## src/rtl/bcd_pkg.sv

```systemverilog
`default_nettype none
// ---------------------------------------------------------------------------
// bcd_pkg : shared state type and default sizes for the binary-to-BCD converter
// Revision: 1.0
// ---------------------------------------------------------------------------
package bcd_pkg;

  localparam int BIN_WIDTH  = 16;
  localparam int BCD_DIGITS = 5;

  typedef enum logic [0:0] {
    IDLE    = 1'b0,
    CONVERT = 1'b1
  } state_t;

endpackage
`default_nettype wire

```

## src/rtl/bcd_add3.sv

```systemverilog
`default_nettype none
// ---------------------------------------------------------------------------
// bcd_add3 : double-dabble digit correction, adds 3 when the digit is >= 5
// Revision: 1.0
// ---------------------------------------------------------------------------
module bcd_add3 (
  input  logic [3:0] i_digit,
  output logic [3:0] o_digit
);

  assign o_digit = (i_digit >= 4'd5) ? (i_digit + 4'd3) : i_digit;

endmodule
`default_nettype wire

```

## src/rtl/bin_to_bcd_16.sv

```systemverilog
`default_nettype none
// ---------------------------------------------------------------------------
// bin_to_bcd_16 : sequential double-dabble converter, one bit per clock
// Revision: 1.0
// ---------------------------------------------------------------------------
module bin_to_bcd_16
  import bcd_pkg::*;
#(
  parameter int WIDTH  = BIN_WIDTH,
  parameter int DIGITS = BCD_DIGITS
) (
  input  logic                  clk,
  input  logic                  rst,
  input  logic                  start,
  input  logic [WIDTH-1:0]      bin,
  output logic                  ready,
  output logic                  done,
  output logic [DIGITS*4-1:0]   bcd
);

  localparam int            CW     = $clog2(WIDTH + 1);
  localparam int            BW     = DIGITS * 4;
  localparam logic [CW-1:0] C_LAST = CW'(WIDTH - 1);

  state_t              r_state;
  state_t              w_state_next;
  logic [WIDTH-1:0]    r_shift;
  logic [BW-1:0]       r_work;
  logic [CW-1:0]       r_cnt;
  logic [BW-1:0]       r_bcd;
  logic                r_done;
  logic                w_ready;
  logic                w_last;
  logic [BW-1:0]       w_adj;
  logic [BW+WIDTH-1:0] w_wide;

  for (genvar g = 0; g < DIGITS; g++) begin : g_digit
    bcd_add3 u_add3 (
      .i_digit (r_work[4*g +: 4]),
      .o_digit (w_adj[4*g +: 4])
    );
  end

  // The adjusted digits and the remaining binary bits shift as one register
  assign w_wide = {w_adj, r_shift} << 1;
  assign w_last = (r_state == CONVERT) && (r_cnt == C_LAST);

  always_comb begin
    w_state_next = r_state;
    w_ready      = 1'b0;
    case (r_state)
      IDLE: begin
        w_ready = 1'b1;
        if (start) w_state_next = CONVERT;
      end
      CONVERT: begin
        if (r_cnt == C_LAST) w_state_next = IDLE;
      end
      default: w_state_next = IDLE;
    endcase
  end

  always_ff @(posedge clk) begin
    if (rst) r_state <= IDLE;
    else     r_state <= w_state_next;
  end

  always_ff @(posedge clk) begin
    if (rst) begin
      r_shift <= '0;
      r_work  <= '0;
      r_cnt   <= '0;
      r_bcd   <= '0;
      r_done  <= 1'b0;
    end else begin
      r_done <= 1'b0;
      if (r_state == IDLE) begin
        if (start) begin
          r_shift <= bin;
          r_work  <= '0;
          r_cnt   <= '0;
        end
      end else begin
        r_work  <= w_wide[BW+WIDTH-1:WIDTH];
        r_shift <= w_wide[WIDTH-1:0];
        r_cnt   <= r_cnt + CW'(1);
        if (w_last) begin
          r_bcd  <= w_wide[BW+WIDTH-1:WIDTH];
          r_done <= 1'b1;
        end
      end
    end
  end

  assign ready = w_ready;
  assign done  = r_done;
  assign bcd   = r_bcd;

endmodule
`default_nettype wire

```

## config.mk

```make
export PLATFORM = sky130hd
export DESIGN_NAME = bin_to_bcd_16
export DESIGN_NICKNAME = d
export VERILOG_FILES = /design/src/rtl/bcd_pkg.sv /design/src/rtl/bcd_add3.sv /design/src/rtl/bin_to_bcd_16.sv
export SDC_FILE = /design/constraint.sdc
export NUM_CORES = 1
export LEC_CHECK = 0
export BUFFER_PORTS_ARGS = -buffer_cell sky130_fd_sc_hd__buf_2
export CAP_MARGIN = 10
export CORE_ASPECT_RATIO = 1.5
export CORE_MARGIN = 3
export CORE_UTILIZATION = 45
export DETAILED_ROUTE_END_ITERATION = 7
export GPL_ROUTABILITY_DRIVEN = 1
export GPL_TIMING_DRIVEN = 0
export PLACE_DENSITY = 0.65
export SLEW_MARGIN = 20
export SYNTH_ARGS = -nofsm -noshare
export SYNTH_HDL_FRONTEND = slang
export SYNTH_SLANG_ARGS = --single-unit
```

## constraint.sdc

```tcl
create_clock -name clk -period 5.8 [get_ports clk]
set_clock_uncertainty 0.2 [all_clocks]
set_input_delay 0.58 -clock clk [delete_from_list [all_inputs] [get_ports clk]]
set_output_delay 0.58 -clock clk [all_outputs]
set_load 0.02 [all_outputs]
```

; ---- Yosys cells after proc, flatten, opt, wreduce, memory -nomap -nowiden
; Index checks and enable logic that the tools add are counted.
[op_classes]
n_addsub = 6
n_mul = 0
div_mod_pow = 0
order_cmp = 5
eq_ne = 1
n_shift = 0
mux = 16
bitwise_logic = 1
reduce_logical = 5
[op_table]
columns = op, count
row1 = 20-bit 2-to-1 mux, 2
row2 = 16-bit 2-to-1 mux, 2
row3 = 4-bit by 3-bit >= comparator with 1-bit output (second input constant), 5
row4 = 4-bit by 2-bit adder with 4-bit output (second input constant), 4
row5 = 4-bit 2-to-1 mux, 4
row6 = 5-bit 2-to-1 mux, 2
row7 = 5-bit by 1-bit adder with 5-bit output (second input constant), 1
row8 = 5-bit by 4-bit == test with 1-bit output (second input constant), 1
row9 = 1-bit 2-to-1 mux, 4
row10 = 2-bit OR reduction, 2
row11 = 3-bit by 2-bit adder with 3-bit output (second input constant), 1
row12 = 3-bit 2-to-1 mux, 1
row13 = 1-bit one-hot mux with 2 select lines, 1
row14 = 2-bit AND reduction, 1
row15 = 2-bit nonzero test, 1
row16 = 1-bit logical AND, 1
row17 = 1-bit inverter, 1
[totals]
ff_bits = 63
latchBits = 0
mem_bits_rw = 0
rom_bits = 0
out_inout_bits = 22
n_memories = 0

; ---- Longest topological paths before layout
[depth]
depth_word = 3
mapped_depth = 9

; ---- Hierarchy
; Synthesis repeated with hierarchy kept, for this count alone.
[hier_totals]
hier_cells = 333
area_unflattened_um2 = 2912.8
[by_module_without_submodules]
columns = mod, n_inst, cells_each, area_per_inst_um2
row1 = bin_to_bcd_16, 1, 253, 2406.1
row2 = bcd_add3, 5, 16, 101.3

; ---- Least setup slack after synthesis
; OpenSTA, ideal clock, no wires.
[synth_timing]
path_type = register -> register
start = register r_cnt[0]
end = register r_bcd[10] (netlist: bcd[10])
setup_time_ns = 0.117
arrival_time_ns = 1.531
required_ns = 5.483
path_slack_ns = 3.953
stages_incl_launch_ff = 10
n_path_buf = 2
period_less_slack_ns = 1.847
path_cell_list = dfxtp_1 > ha_1 > and3_1 > ha_1 > nand2_1 > or2_1 > buf_2 > clkinv_2 > buf_6 > a22o_1
[synth_between]
elab_chain_len = 3
[synth_rtl]
columns = element, line
row1 = "start, declared", bin_to_bcd_16.sv:29  ; logic [CW-1:0] r_cnt;
row2 = "start signal, assigned", bin_to_bcd_16.sv:86  ; r_cnt <= r_cnt + CW'(1);
row3 = 5-bit by 4-bit == test with 1-bit output, bin_to_bcd_16.sv:46  ; assign w_last = (r_state == CONVERT) && (r_cnt == C_LAST);
row4 = 1-bit logical AND, bin_to_bcd_16.sv:46
row5 = 2-bit AND reduction (no line), -
row6 = "end signal, assigned", bin_to_bcd_16.sv:88  ; r_bcd <= w_wide[BW+WIDTH-1:WIDTH];
row7 = "end, declared", bin_to_bcd_16.sv:30  ; logic [BW-1:0] r_bcd;
; Every way passes these cells.
; A chain may end at the register's enable or synchronous reset.

; ---- Worst setup path after layout
[layout_timing]
start = register r_cnt[0]
end = register r_bcd[2] (netlist: bcd[2])
; Same word-level chain as after synthesis.

==> flow_summary_export.csv <==
group,metric,value,unit
clock_tree,post_cts_resized,0,
placed_design,post-dp-hpwl,4260,um
global_routing,grt_usage,0.176,
pwr,leakagePower,1.39,nW
floorplan,io_pins,41,
critical_path,worst_ep_arrival_time,2.28,ns
timing,relSlewSlack,0.589,
logic_synthesis,syn-cell-area,2740,sq um
floorplan,floorplan.die.height,102,um
logic_synthesis,synthAdderAreaFrac,0.0548,
clock_tree,tritoncts_clock_tree,"yes",
global_routing,globalRoute.totalOverflow,0,
clock_tree,clkTransAtPathRegs,0.07,ns
logic_synthesis,synth_xor_xnor_area_share,0.0160,
layout,share_of_cells_above_drive_strength_1,0.192,
drt,first_iter_violations,108,
layout,area_growth_syn_to_layout,18.8,%
critical_path,setup.worst_path.class,"reg2reg",
drt,met2_wirelength,2890,um
drt,wirelength_met1,2600,um
layout,final_common_cell,"dfxtp_1",
run,max_cap_violations,0,
clock_tree,ctsHtreeMaxLevel,3,
critical_path,worstSetupStartpointType,"flip-flop",
logic_synthesis,synth_nets,335,
logic_synthesis,combinational_family_with_the_most_area_after_synthesis,"compound AO/OA/AOI/OAI gates",
layout,antennaDiodeCount,0,
floorplan,dieArea,7070,sq um
drt,wirelength,5900,um
layout,mostFrequentLayoutCells,"dfxtp_1 (63), buf_2 (50), a21oi_1 (38)",
pwr,ir_worst_vdd,196,uV
clock_tree,holdBufCountCts,0,
timing,tightest_slew,0.615,ns
logic_synthesis,yosysUniqueCellTypes,30,
placed_design,gp_congestion,0.756,
timing,final-max-slew-violation-count,0,
timing,achievable-frequency,0.455,GHz
drt,count_of_vias_placed_by_the_detailed_router,2266,
critical_path,critPathMaxFanout,10,
global_routing,largest_net_degree_at_the_start_of_global_routing,11,
layout,nets,386,
clock_tree,root_buffer,"clkbuf_8",
floorplan,core,5830,sq um
global_routing,grt_pass1_wl,9880,um
timing,finalHoldViolCount,0,
logic_synthesis,ys_warn_count,0,
drt,drcViolationCount,0,
clock_tree,post-cts-setup-buffers,0,
placed_design,setup_ws_pre_cts,3.60,ns
timing,period_needed,2.20,ns
critical_path,critical_path_required,5.88,ns
logic_synthesis,muxShareOfSynthArea,0.0768,
global_routing,antenna_found_initial,0,
drt,detail_route.vias_per_cell,5.25,
logic_synthesis,syn_avg_cell_area,9.01,sq um
floorplan,fp.dieW,69.7,um
clock_tree,clk_latency,0.34,ns
drt,first_pass_iters,4,
floorplan,initial_utilization,0.470,
timing,post-route-period-util,0.379,
logic_synthesis,ys_seq_elements,63,
logic_synthesis,synth-compound-area-share,0.185,
worst_hold_path,kind_of_path_behind_the_tightest_hold_check,"reg2reg",
drt,top_layer,"met4",
logic_synthesis,instance_count_of_the_mapped_netlist,304,
clock_tree,tritoncts_num_sinks,63,
placed_design,io_buffer_count,40,
timing,finalSetupViolCount,0,
clock_tree,cts-buffers-inserted,9,
timing,grt_setup_unrepaired,"false",
logic_synthesis,synth_simple_gate_area_frac,0.160,
logic_synthesis,fraction_of_the_yosys_area_taken_by_sequential_cells,0.461,
floorplan,floorplan.rows,34,
drt,routed_length_per_placed_instance,13.7,um
timing,final_critical_path_setup_slack,3.60,ns
timing,fin_setup_tns,0,ns
pwr,power_density_over_the_cells,286,nW/um^2
drt,route.met3.wl,286,um
drt,detail-route-antenna-nets,0,
clock_tree,cts_max_path_buffers,2,
run_status,status,"finished clean",
global_routing,vias_in_the_first_global_route,2146,
critical_path,setup.worst_path.end_class,"flip-flop",
[worst paths after layout]
| check | start | to | slack [ns] | depth (start not counted) |
|---|---|---|---|---|
| worst max register to register | r_cnt[0] | bcd[2] | 3.60 | 6 |
| worst min register to register | bcd[15] | bcd[15] | 0.25 | 2 |
| worst min-delay path | bcd[15] | bcd[15] | 0.25 | 2 |
| worst max-delay path | r_cnt[0] | bcd[2] | 3.60 | 6 |
[registers in the layout (all words and copies together), names as in the netlist]
| register | count |
|---|---|
| r_shift | 16 |
| r_state | 1 |
| r_cnt | 5 |
| bcd | 20 |
| r_work | 20 |
| done | 1 |
[power breakdown]
group	internal, mW	switching, mW	total (mW)
logic	0.0213	0.0353	0.0566
registers	0.441	0.00530	0.446
clock network	0.265	0.162	0.427
[metal layers]
metal,track usage,vias up
met5,0,-
met4,0.0767,0
met3,0.0477,8
met2,0.316,46
met1,0.194,1043
li1,-,1169
[metrics by stage]
stage                     cells  cell area, sq um  utilization  hold slack (ns)  total power [mW]
after floorplan             304              2740            -            0.249             0.493
after global placement      416              3030        0.520            0.233             0.512
after detailed placement    416              3030        0.520            0.240             0.513
after CTS                   432              3250        0.558            0.255             0.938
after global routing        432              3250        0.558            0.284             0.965
final                       432              3250        0.558            0.249             0.929
[worst max-delay path: stages (launching register included)]
cell	delay, ns
dfxtp_1	0.34
ha_1	0.23
and3_1	0.20
ha_1	0.20
a21oi_1	0.26
clkbuf_1	0.48
a22o_1	0.23
[synthesized netlist by cell type]
cell type | count | area share
buf_1 | 1 | 0.0014
a21oi_1 | 38 | 0.069
a32o_1 | 2 | 0.0073
nand3_1 | 7 | 0.013
nor2_2 | 1 | 0.0023
buf_6 | 1 | 0.0041
nor2_1 | 36 | 0.049
inv_1 | 11 | 0.015
o21ai_0 | 23 | 0.042
clkbuf_1 | 3 | 0.0041
ha_1 | 12 | 0.055
or3_1 | 1 | 0.0023
nor3b_1 | 10 | 0.027
a22o_1 | 19 | 0.061
dfxtp_1 | 63 | 0.46
a31oi_1 | 1 | 0.0023
nor2b_1 | 1 | 0.0023
clkinv_2 | 1 | 0.0018
nand2_1 | 16 | 0.022
nor3_2 | 1 | 0.0037
or2_1 | 1 | 0.0023
o31a_1 | 1 | 0.0032
nand3b_1 | 1 | 0.0027
nand2b_1 | 8 | 0.018
buf_2 | 10 | 0.018
mux2i_1 | 21 | 0.077
and3_1 | 1 | 0.0023
inv_2 | 1 | 0.0014
nor3_1 | 7 | 0.013
xnor2_1 | 5 | 0.016
[logic make-up (layout without fill, tap and decap cells)]
group | Yosys count | count (layout)
AND/OR/NAND/NOR | 91 | 91
AO/OA/AOI/OAI | 84 | 84
flip-flops | 63 | 63
buffers and inverters | 28 | 84
multiplexers | 21 | 21
adder cells (fa/ha/maj) | 12 | 12
XOR/XNOR | 5 | 5
[area by class of cell]
cell class	count	area, sq um
clock inverter	3	65.1
sequential	63	1260
multi-input combinational	213	1350
fill	552	2580
timing repair buffer	40	200
buffer	15	76.3
tap	72	90.1
inverter	13	50.0
clock buffer	13	159
Note: power is estimated with default switching activity, not from simulation.
